--- config.mk ---
export PLATFORM = sky130hd
export DESIGN_NAME = decision_trail
export DESIGN_NICKNAME = d
export VERILOG_FILES = /design/src/rtl/decision_trail.sv
export SDC_FILE = /design/constraint.sdc
export NUM_CORES = 1
export LEC_CHECK = 0
export ABC_CLOCK_PERIOD_IN_PS = 3500
export BUFFER_PORTS_ARGS = -buffer_cell sky130_fd_sc_hd__buf_2
export CAP_MARGIN = 30
export CELL_PAD_IN_SITES_DETAIL_PLACEMENT = 0
export CELL_PAD_IN_SITES_GLOBAL_PLACEMENT = 1
export CORE_ASPECT_RATIO = 0.6
export CORE_UTILIZATION = 50
export DETAILED_ROUTE_END_ITERATION = 8
export PLACE_DENSITY_LB_ADDON = 0.05
export SLEW_MARGIN = 10
export SYNTH_ARGS = -nofsm -noshare
export SYNTH_HDL_FRONTEND = slang
export SYNTH_SLANG_ARGS = --single-unit
--- constraint.sdc ---
create_clock -name clock -period 3.5 [get_ports clock]
set_input_delay 1.05 -clock clock [delete_from_list [all_inputs] [get_ports clock]]
set_output_delay 1.05 -clock clock [all_outputs]
set_load 0.005 [all_outputs]
--- src/rtl/decision_trail.sv ---
`default_nettype none
// ============================================================================
// Module   : decision_trail
// Brief    : Decision trail stack with chronological backtracking and flip.
//            Optional TRAIL_STATS_EN adds saturating decision/backtrack counts.
// Revision : 1.0
// ============================================================================
module decision_trail #(
    parameter int VAR_NUM    = 8,
    parameter int DEPTH      = 8,
    parameter int ADDR_WIDTH = 3
) (
    input  logic                  clock,
    input  logic                  reset,
    input  logic                  start,
    input  logic                  conflict,
    output logic                  decision_en,
    input  logic [VAR_NUM-1:0]    var_in,
    input  logic                  assignment_in,
    input  logic                  decision_finish,
    output logic                  bt_valid,
    output logic [VAR_NUM-1:0]    bt_var,
    output logic                  flip_valid,
    output logic [VAR_NUM-1:0]    flip_var,
    output logic                  flip_value,
    output logic [ADDR_WIDTH:0]   level,
    output logic                  busy,
    output logic                  sat,
    output logic                  unsat,
`ifdef TRAIL_STATS_EN
    output logic [15:0]           decision_count,
    output logic [15:0]           backtrack_count,
`endif
    output logic                  overflow
);

    localparam logic [2:0] c_st_idle = 3'd0;
    localparam logic [2:0] c_st_req  = 3'd1;
    localparam logic [2:0] c_st_bt   = 3'd2;
    localparam logic [2:0] c_st_flip = 3'd3;
    localparam logic [2:0] c_st_done = 3'd4;

    localparam logic [ADDR_WIDTH:0] c_depth = (ADDR_WIDTH+1)'(DEPTH);

    logic [2:0]              r_state;
    logic [2:0]              w_next_state;

    logic [VAR_NUM-1:0]      r_tr_var  [DEPTH];
    logic                    r_tr_val  [DEPTH];
    logic                    r_tr_flip [DEPTH];
    logic [ADDR_WIDTH:0]     r_level;

    logic                    r_decision_en;
    logic                    r_bt_valid;
    logic [VAR_NUM-1:0]      r_bt_var;
    logic                    r_flip_valid;
    logic [VAR_NUM-1:0]      r_flip_var;
    logic                    r_flip_value;
    logic                    r_sat;
    logic                    r_unsat;
    logic                    r_overflow;

    logic [ADDR_WIDTH-1:0]   w_top_idx;
    logic [ADDR_WIDTH-1:0]   w_push_idx;
    logic [VAR_NUM-1:0]      w_top_var;
    logic                    w_top_val;
    logic                    w_top_flip;
    logic                    w_level_zero;
    logic                    w_level_full;
    logic                    w_var_zero;

    logic                    w_push;
    logic                    w_set_sat;
    logic                    w_set_ovf;
    logic                    w_set_unsat;
    logic                    w_bt_fire;
    logic                    w_pop;
    logic                    w_flip_fire;

    // Top of trail is entry level-1; index is only consumed when level != 0.
    assign w_top_idx    = ADDR_WIDTH'(r_level - 1'b1);
    assign w_push_idx   = r_level[ADDR_WIDTH-1:0];
    assign w_top_var    = r_tr_var[w_top_idx];
    assign w_top_val    = r_tr_val[w_top_idx];
    assign w_top_flip   = r_tr_flip[w_top_idx];
    assign w_level_zero = (r_level == '0);
    assign w_level_full = (r_level == c_depth);
    assign w_var_zero   = (var_in == '0);

    always_ff @(posedge clock or negedge reset) begin
        if (!reset) begin
            r_state <= c_st_idle;
        end else begin
            r_state <= w_next_state;
        end
    end

    always_comb begin
        w_next_state = r_state;
        case (r_state)
            c_st_idle: begin
                if (conflict) begin
                    w_next_state = c_st_bt;
                end else if (start) begin
                    w_next_state = c_st_req;
                end
            end
            c_st_req: begin
                if (conflict) begin
                    w_next_state = c_st_bt;
                end else if (decision_finish) begin
                    if (w_var_zero || w_level_full) begin
                        w_next_state = c_st_done;
                    end else begin
                        w_next_state = c_st_idle;
                    end
                end
            end
            c_st_bt: begin
                if (w_level_zero) begin
                    w_next_state = c_st_done;
                end else if (!w_top_flip) begin
                    w_next_state = c_st_flip;
                end
            end
            c_st_flip: w_next_state = c_st_idle;
            c_st_done: w_next_state = c_st_done;
            default:   w_next_state = c_st_idle;
        endcase
    end

    always_comb begin
        w_push      = 1'b0;
        w_set_sat   = 1'b0;
        w_set_ovf   = 1'b0;
        w_set_unsat = 1'b0;
        w_bt_fire   = 1'b0;
        w_pop       = 1'b0;
        w_flip_fire = 1'b0;
        case (r_state)
            c_st_req: begin
                // A conflict in the same cycle discards the returned decision.
                if (!conflict && decision_finish) begin
                    w_set_sat = w_var_zero;
                    w_set_ovf = !w_var_zero && w_level_full;
                    w_push    = !w_var_zero && !w_level_full;
                end
            end
            c_st_bt: begin
                w_set_unsat = w_level_zero;
                w_bt_fire   = !w_level_zero;
                w_pop       = !w_level_zero && w_top_flip;
            end
            c_st_flip: w_flip_fire = 1'b1;
            default: ;
        endcase
    end

    always_ff @(posedge clock or negedge reset) begin
        if (!reset) begin
            for (int i = 0; i < DEPTH; i++) begin
                r_tr_var[i]  <= '0;
                r_tr_val[i]  <= 1'b0;
                r_tr_flip[i] <= 1'b0;
            end
            r_level       <= '0;
            r_decision_en <= 1'b0;
            r_bt_valid    <= 1'b0;
            r_bt_var      <= '0;
            r_flip_valid  <= 1'b0;
            r_flip_var    <= '0;
            r_flip_value  <= 1'b0;
            r_sat         <= 1'b0;
            r_unsat       <= 1'b0;
            r_overflow    <= 1'b0;
        end else begin
            r_decision_en <= (w_next_state == c_st_req);
            r_bt_valid    <= w_bt_fire;
            r_bt_var      <= w_bt_fire ? w_top_var : '0;
            r_flip_valid  <= w_flip_fire;
            r_flip_var    <= w_flip_fire ? w_top_var : '0;
            r_flip_value  <= w_flip_fire ? ~w_top_val : 1'b0;

            if (w_push) begin
                r_tr_var[w_push_idx]  <= var_in;
                r_tr_val[w_push_idx]  <= assignment_in;
                r_tr_flip[w_push_idx] <= 1'b0;
                r_level               <= r_level + 1'b1;
            end
            if (w_pop) begin
                r_level <= r_level - 1'b1;
            end
            if (w_flip_fire) begin
                r_tr_val[w_top_idx]  <= ~w_top_val;
                r_tr_flip[w_top_idx] <= 1'b1;
            end

            if (w_set_sat) begin
                r_sat <= 1'b1;
            end
            if (w_set_unsat) begin
                r_unsat <= 1'b1;
            end
            if (w_set_ovf) begin
                r_overflow <= 1'b1;
            end
        end
    end

`ifdef TRAIL_STATS_EN
    logic [15:0] r_decision_count;
    logic [15:0] r_backtrack_count;

    always_ff @(posedge clock or negedge reset) begin
        if (!reset) begin
            r_decision_count  <= '0;
            r_backtrack_count <= '0;
        end else begin
            if (w_push && (r_decision_count != 16'hFFFF)) begin
                r_decision_count <= r_decision_count + 16'd1;
            end
            if (w_bt_fire && (r_backtrack_count != 16'hFFFF)) begin
                r_backtrack_count <= r_backtrack_count + 16'd1;
            end
        end
    end

    assign decision_count  = r_decision_count;
    assign backtrack_count = r_backtrack_count;
`endif

    assign decision_en = r_decision_en;
    assign bt_valid    = r_bt_valid;
    assign bt_var      = r_bt_var;
    assign flip_valid  = r_flip_valid;
    assign flip_var    = r_flip_var;
    assign flip_value  = r_flip_value;
    assign level       = r_level;
    assign busy        = (r_state != c_st_idle);
    assign sat         = r_sat;
    assign unsat       = r_unsat;
    assign overflow    = r_overflow;

endmodule
`default_nettype wire

# --- Word-level counts from Yosys, hierarchy flattened ---
# Cells that the tools add are included.
op_classes:
  n_lt_le_gt_ge: 4
  eq_ne: 6
  bitwise_logic: 6
  n_reduce_logical: 16
  n_addsub: 2
  n_mux: 45
ops:
  columns: ["op", "n"]
  rows:
  - ["two-way mux 8 bit", 9]
  - ["bitwise mux 64 bit", 1]
  - ["binary-select mux 8 bit (select 3 bit)", 1]
  - ["demux 8 bit (select 3 bit)", 1]
  - ["two-way mux 3 bit", 7]
  - ["two-way mux 1 bit", 17]
  - ["bitwise mux 8 bit", 2]
  - ["case mux 3 bit (4 select lines)", 1]
  - ["bitwise AND 8 bit", 1]
  - [">= comparator 4 bit, second input constant", 2]
  - ["logical NOT 8 bit", 1]
  - ["< comparator 4 x 1 -> 1 bit, second input constant", 2]
  - ["two-way mux 4 bit", 2]
  - ["inverter 3 -> 4 bit", 2]
  - ["inverter 8 bit", 1]
  - ["OR 8 bit", 1]
  - ["binary-select mux 1 bit (select 3 bit)", 2]
  - ["demux 1 bit (select 3 bit)", 2]
  - ["== test 3 x 1 -> 1 bit, second input constant", 2]
  - ["== test 3 x 2 -> 1 bit, second input constant", 2]
  - ["logical AND 1 bit", 6]
  - ["adder 4 x 1 -> 4 bit, second input constant", 1]
  - ["== test 4 bit, second input constant", 1]
  - ["logical NOT 1 bit", 4]
  - ["other kinds (8)", 8]
totals:
  elab_cells: 114
  reg_bits: 110
  output_inout_bits: 28
  in_bits: 14

# --- Logic depth before layout (Yosys ltp) ---
# Gate-level depths: netlist of run 1.
depth:
  ltp_word: 10
  ltp_mapped: 9
  ltp_nobuf: 7

# --- Worst setup path before layout of run 1 ---
# Ideal clock, no wire load.
synth_path:
  path_type: "input to register"
  start: "in conflict"
  end: "reg r_tr_var[48] (netlist bit)"
  stages: 5
  path_slack_ns: 1.074
  t_arrival_ns: 2.301
  path_cell_list: "nand3b_1 a211oi_1 and4_1 buf_4 mux2_2"
synth_via:
  elab_chain_len: 4
synth_lines:
  columns: ["element", "line_no", "rtl"]
  rows:
  - ["start, declared", "16", "input logic conflict,"]
  - ["logical NOT 1 bit", "143", "if (!conflict && decision_finish) begin"]
  - ["logical AND 1 bit", "143", null]
  - ["two-way mux 1 bit", "143", null]
  - ["two-way mux 1 bit", "140", "case (r_state)"]
  - ["end signal, assigned by index", "185", "r_tr_var[w_push_idx] <= var_in;"]
  - ["end, declared", "48", "logic [VAR_NUM-1:0] r_tr_var [DEPTH];"]
# No other way between the ends.
# A chain may end at the register's enable or synchronous reset.

# --- Final worst setup path of run 1 ---
layout_path:
  start: "in conflict"
  end: "reg r_tr_var[63] (netlist bit)"
# Same word-level chain as after synthesis.

==> impl_metrics.tcl, run 1 <==
set metrics [dict create \
    die_w_um 130 \
    fill_cells 752 \
    die_y_um 78.9 \
    fin_area_sq_um 5630 \
    port_buffers 41 \
    max_stage_delay_ns 0.69 \
    hold_ws_ns 0.460 \
    outcome "complete, no violations" \
    synth_seq_cells 110 \
    dp_hpwl_um 7240 \
    netSwitchingPower_mw 1.72 \
    dieArea_sq_um 10300 \
    synth_warnings 0 \
    fin_crit_ns 2.94 \
    clk_pin_slew_ns 0.07 \
    flow.area_growth_from_synthesis_pct 14.4 \
    initial_core_util 0.526 \
    clk_latency_ns 0.35 \
    worst_pin_slew_ns 0.896 \
    num_vias 2934 \
    drc 0 \
    grt_pass1_wl_um 16800 \
    skew_ns 0.00624 \
    place_area_sq_um 5310 \
    core_region_area_sq_um 9360 \
    synth_area_leaders "dfrtp_1 (56%), mux2_2 (15%), mux4_2 (9.1%)" \
    synthesis.nets 364 \
    postCtsResizedCells 0 \
    ys_dominant_reg_cell "dfrtp_1" \
    grt_setup_unrepaired "no" \
    async_flop_share 1.00 \
    yosysSeqAreaShare 0.559 \
    worst_setup_path_start_kind "primary input" \
    fmax_mhz 340 \
    p_total_mw 5.00 \
    track_usage 0.229 \
    synth_edf_count 0 \
    syn-mean-instance-area_sq_um 14.2 \
    synth_cell_types 45 \
    cts_tree "yes" \
    first_iter_violations 177 \
    yosysMostFrequentCell "dfrtp_1" \
    reg2reg_slack_ns 0.83 \
    syn_inst 347 \
    crit_type "in -> reg" \
    grt_pass1_vias 2899 \
    holdPathEnd "overflow" \
    root_buffer "clkbuf_16" \
    syn_area_sq_um 4920 \
    cp.arrival_ns 3.18 \
    cts-htree-levels 3 \
    vias_per_cell 5.57 \
    dr.pass1.iters 4 \
    clock-sinks 110 \
    wirelength_um 10500 \
    post-route-period-util 0.841 \
    crit_path_top_delay_cell "nand3b_1" \
    setup_viol 0 \
    io_pins 42 \
    power_leakage_nw 2.74 \
    p_int_mw 3.28 \
    cpMostUsedCell "nand3b_1" \
    ir_worst_vdd_mv 0.392 \
    cts_made_buffers 9 \
    synth_common_cells "dfrtp_1 (110), mux2_2 (65), nor2_1 (25), mux2i_1 (24), mux4_2 (20)" \
    drive_gt1_frac 0.411 \
    seqPwrFrac 0.396 \
    end_kind "flop" \
    regArea_sq_um 2750 \
    diodes 0 \
    wire_per_inst_um 19.9 \
    p_sw_frac 0.344 \
    worstHoldPathType "reg -> reg" \
    antenna_found_initial 0 \
    yosys.area.top_type "dfrtp_1" \
    nets 409 \
    min-delay-start "overflow" \
    place_congestion 0.754 \
    cts_setup_buffers 0 \
    globalRoute.totalOverflow 0 \
    worstRegToRegCells 7 \
    hold_depth 1 \
    multi_input_area_sq_um 2050 \
    r2r-start "level[1]" \
    power.share.clock 0.218 \
    clk_path_buf_depth 2 \
    cap_violations 0 \
    relSlewSlack 0.398 \
    cp_max_fo 10 \
    setup_tns_ns 0 \
    finalMaxSlewViolations 0 \
    grt_max_degree 48 \
    required_ns 3.73 \
    yosys.area.top_type_share 0.559 \
    num_rows 27 \
    power_frac_comb 0.386 \
    hold_viol_final 0 \
    power_density_nw_per_um2 887 \
    r2r-end "flip_var[1]" \
    path_cells "buf_2, nand3b_1, a211oi_1, nand3b_1, mux2_2" \
    ant_nets 0 \
    ctsHoldBuffers 0 \
]
per-layer routing:
metal	track usage	routed length, um	vias up
met3	0.0593	747	10
li1	-	-	1343
met1	0.359	5470	1496
met2	0.313	4200	85
met4	0.0558	92	0
met5	0	0	-
state kept, by name, indices dropped and copies added (netlist names):
register     cells
r_tr_var        64
bt_var           8
flip_var         8
r_tr_flip        8
r_tr_val         8
level            4
r_state          3
bt_valid         1
decision_en      1
flip_valid       1
flip_value       1
overflow         1
sat              1
unsat            1
cell families after synthesis:
kind of cell             Yosys count  synth area share
adder cells (fa/ha/maj)            3           0.00762
multiplexers                     109             0.289
buffers and inverters             28            0.0267
XOR/XNOR                           4           0.00864
AO/OA/AOI/OAI                     22            0.0318
AND/OR/NAND/NOR                   71            0.0775
flip-flops                       110             0.559
cell type report:
type	count	area share
Clock inverter	7	0.0173
Inverter	9	0.00600
Clock buffer	9	0.0400
Tap cell	130	0.0289
Timing Repair Buffer	53	0.0558
Sequential cell	110	0.489
Multi-Input combinational cell	209	0.363
cells in the final DEF (no fill, tap or decap), types with 2 or more instances in the layout:
cell type	Yosys	final
ha_1	3	3
nand2_1	12	12
buf_4	1	11
mux2i_1	24	24
mux4_2	20	20
and2_1	2	2
a21oi_1	3	3
nand4_1	2	2
o21bai_1	3	3
inv_1	9	9
clkinvlp_4	0	2
nor2_1	25	25
nor3b_1	3	2
clkbuf_16	0	9
nand3b_1	2	2
dfrtp_1	110	109
a211oi_1	3	3
xnor2_1	3	3
and3_1	2	2
mux2_2	65	65
buf_2	11	40
a21o_1	6	6
nor3_1	8	8
bufinv_16	0	2
nor2b_1	2	2
nand2b_1	2	2
stage by stage:
step                utilization  cells  setup slack (ns)
CTS                       0.602    527             0.649
finish                    0.602    527             0.555
detailed placement        0.567    511             0.292
global route              0.602    527             0.399
floorplan                     -    347              1.07
global placement          0.566    510             0.186
power groups by stage:
| stage | clock network, mW | logic [mW] | registers [mW] |
|---|---|---|---|
| 2_1_floorplan | 0 | 1.42 | 1.91 |
| 3_3_place_gp | 0 | 1.91 | 1.99 |
| 3_5_place_dp | 0 | 1.94 | 2.00 |
| 4_1_cts | 1.11 | 1.94 | 1.97 |
| 5_1_grt | 1.15 | 2.12 | 2.03 |
| 6_report | 1.09 | 1.93 | 1.98 |
worst max path at each step:
stage,to,from,depth (start not counted),slack [ns]
after CTS,r_tr_var[63],conflict,5,0.65
final,r_tr_var[63],conflict,5,0.56
after global placement,r_tr_var[59],conflict,5,0.19
after detailed placement,r_tr_var[63],conflict,5,0.29
after floorplan,r_tr_var[48],conflict,5,1.07
after global routing,r_tr_val[7],conflict,6,0.40
critical path: cells and delay by family:
family,cells,cell delay (ns)
AOI/OAI and AO/OA,1,0.56
and+or+nand+nor,2,0.94
muxes,1,0.50
buffers and inverters,1,0.12
(Power assumes the default switching activity.)
==> run 2: changes to the inputs <==
--- a/config.mk
+++ b/config.mk
@@ -5,13 +5,13 @@
 export SDC_FILE = /design/constraint.sdc
 export NUM_CORES = 1
 export LEC_CHECK = 0
-export ABC_CLOCK_PERIOD_IN_PS = 3500
+export ABC_CLOCK_PERIOD_IN_PS = 2700
 export BUFFER_PORTS_ARGS = -buffer_cell sky130_fd_sc_hd__buf_2
 export CAP_MARGIN = 30
 export CELL_PAD_IN_SITES_DETAIL_PLACEMENT = 0
 export CELL_PAD_IN_SITES_GLOBAL_PLACEMENT = 1
 export CORE_ASPECT_RATIO = 0.6
-export CORE_UTILIZATION = 50
+export CORE_UTILIZATION = 45
 export DETAILED_ROUTE_END_ITERATION = 8
 export PLACE_DENSITY_LB_ADDON = 0.05
 export SLEW_MARGIN = 10
==> constraint.sdc (replaced) <==
create_clock -name clock -period 2.7 [get_ports clock]
set_input_delay 0.81 -clock clock [delete_from_list [all_inputs] [get_ports clock]]
set_output_delay 0.81 -clock clock [all_outputs]
set_load 0.005 [all_outputs]
==> run 2 against run 1 <==
  * Sequential power increased by 30%
  * Global-route usage decreased by 1.5 points
  * Highest routed layer unchanged
  * Cell area increased by 2.0%
  * Critical endpoint is now bt_var[1]
  * Cell count increased by 4.6%
==> impl_metrics.tcl, run 2 (synthesis gave the netlist of run 1 again) <==
set metrics [dict create \
    ant_nets 0 \
    port_buffers 41 \
    grt_setup_unrepaired "no" \
    fill_cells 884 \
    wirelength_um 11000 \
    crit_start "level[0]" \
    grt_max_degree 44 \
    cts_setup_buffers 0 \
    first_iter_violations 130 \
    num_rows 29 \
    r2r-start "level[0]" \
    ctsHoldBuffers 0 \
    postCtsResizedCells 0 \
    antenna_found_initial 0 \
    worst_setup_path_start_kind "flop" \
    cts-htree-levels 3 \
    fin_crit_ns 2.42 \
    die_w_um 137 \
    regMostFlops "r_tr_var" \
    root_buffer "clkbuf_16" \
    cp.arrival_ns 2.63 \
    finalMaxSlewViolations 0 \
    cp_top_family "multiplexers" \
    initial_core_util 0.465 \
    skew_ns 0.00604 \
    wire_per_inst_um 19.9 \
    clock-sinks 110 \
    worstHoldPathType "in -> async" \
    track_usage 0.214 \
    io_pins 42 \
    crit_type "reg -> reg" \
    worst_pin_slew_ns 0.591 \
    cts_tree "yes" \
    clk_pin_slew_ns 0.07 \
    dr.pass1.iters 4 \
    dpl.cell_count 535 \
    crit_path_top_delay_cell "dfrtp_2" \
    setup_viol 0 \
    power_leakage_nw 2.82 \
    final_cell_mix "dfrtp_1 (109), mux2_2 (65), buf_2 (40)" \
    fmax_mhz 414 \
    path_cells "inv_1, ha_1, xor2_2, buf_4, mux4_2, mux2i_1, nor2_1" \
    outcome "complete, no violations" \
    drive_gt1_frac 0.430 \
    post-route-period-util 0.895 \
    clk_path_buf_depth 2 \
    ir_worst_vdd_mv 0.651 \
    setup_tns_ns 0 \
    dieArea_sq_um 11400 \
    core_region_area_sq_um 10600 \
    instances_no_fill 551 \
    max_stage_delay_ns 0.41 \
    relSlewSlack 0.606 \
    num_vias 3005 \
    drc 0 \
    diodes 0 \
    globalRoute.totalOverflow 0 \
    largest_register_ffs 64 \
    nets 424 \
    dp_hpwl_um 7950 \
    cap_violations 0 \
    grt_pass1_vias 2930 \
    cp_max_fo 9 \
    fin_util 0.542 \
    die_y_um 83.0 \
    cts_made_buffers 9 \
    flow.area_growth_from_synthesis_pct 16.7 \
    clk_latency_ns 0.35 \
    power_density_nw_per_um2 1130 \
    required_ns 2.92 \
    place_congestion 0.754 \
    end_kind "flop" \
    final_common_cell "dfrtp_1" \
    crit_buf_inv 2 \
    vias_per_cell 5.45 \
    grt_pass1_wl_um 17800 \
    hold_viol_final 0 \
]
==> run 2: path summary, 6_finish.rpt <==
kind,cells after the start,end,slack [ns]
worst max-delay path,7,bt_var[1],0.28
worst min-delay path,1,r_tr_var[45],0.34
worst max register to register,7,bt_var[1],0.28
worst min register to register,1,unsat,0.47
max in group asynchronous,2,r_tr_var[15],1.74
min in group clock,1,unsat,0.47
==> run 2: cell type report <==
cell class              instances  area, sq um  area share
clock buffers                  10          229      0.0398
clock inverters                 6         62.6      0.0109
inverters                       9         33.8     0.00588
multi-input cells             209         2050       0.356
flip-flops and latches        110         2750       0.479
well taps                     139          174      0.0303
repair buffers                 68          448      0.0779
==> run 2: power by group <==
| part | switching, mW | internal [mW] | total (mW) |
|---|---|---|---|
| registers | 0.327 | 2.24 | 2.57 |
| logic | 1.34 | 1.31 | 2.65 |
| clock network | 0.587 | 0.718 | 1.31 |
| total | 2.26 | 4.26 | 6.52 |
==> run 2: worst register-to-register path: cells and delay by family (launching register included) <==
family	cells	cell delay (ns)
XOR/XNOR	1	0.26
adder cells (fa/ha/maj)	1	0.33
buffers and inverters	2	0.48
flip-flops	1	0.41
multiplexers	2	0.71
AND/OR/NAND/NOR	1	0.10
==> run 2: metrics by stage <==
step	setup WS [ns]	hold WS, ns	power, mW	area (sq um)
after floorplan	0.381	0.442	4.32	4920
after global placement	0.137	0.454	5.23	5460
after detailed placement	0.121	0.458	5.28	5460
after CTS	0.293	0.337	6.59	5750
after global routing	0.0959	0.347	6.94	5750
final	0.284	0.341	6.52	5750
==> run 2: routing by layer <==
metal | track usage | share of wire | vias up
li1 | - | - | 1376
met1 | 0.364 | 0.55 | 1563
met2 | 0.276 | 0.40 | 57
met3 | 0.0458 | 0.040 | 9
met4 | 0.0360 | 0.0078 | 0
met5 | 0 | 0 | -
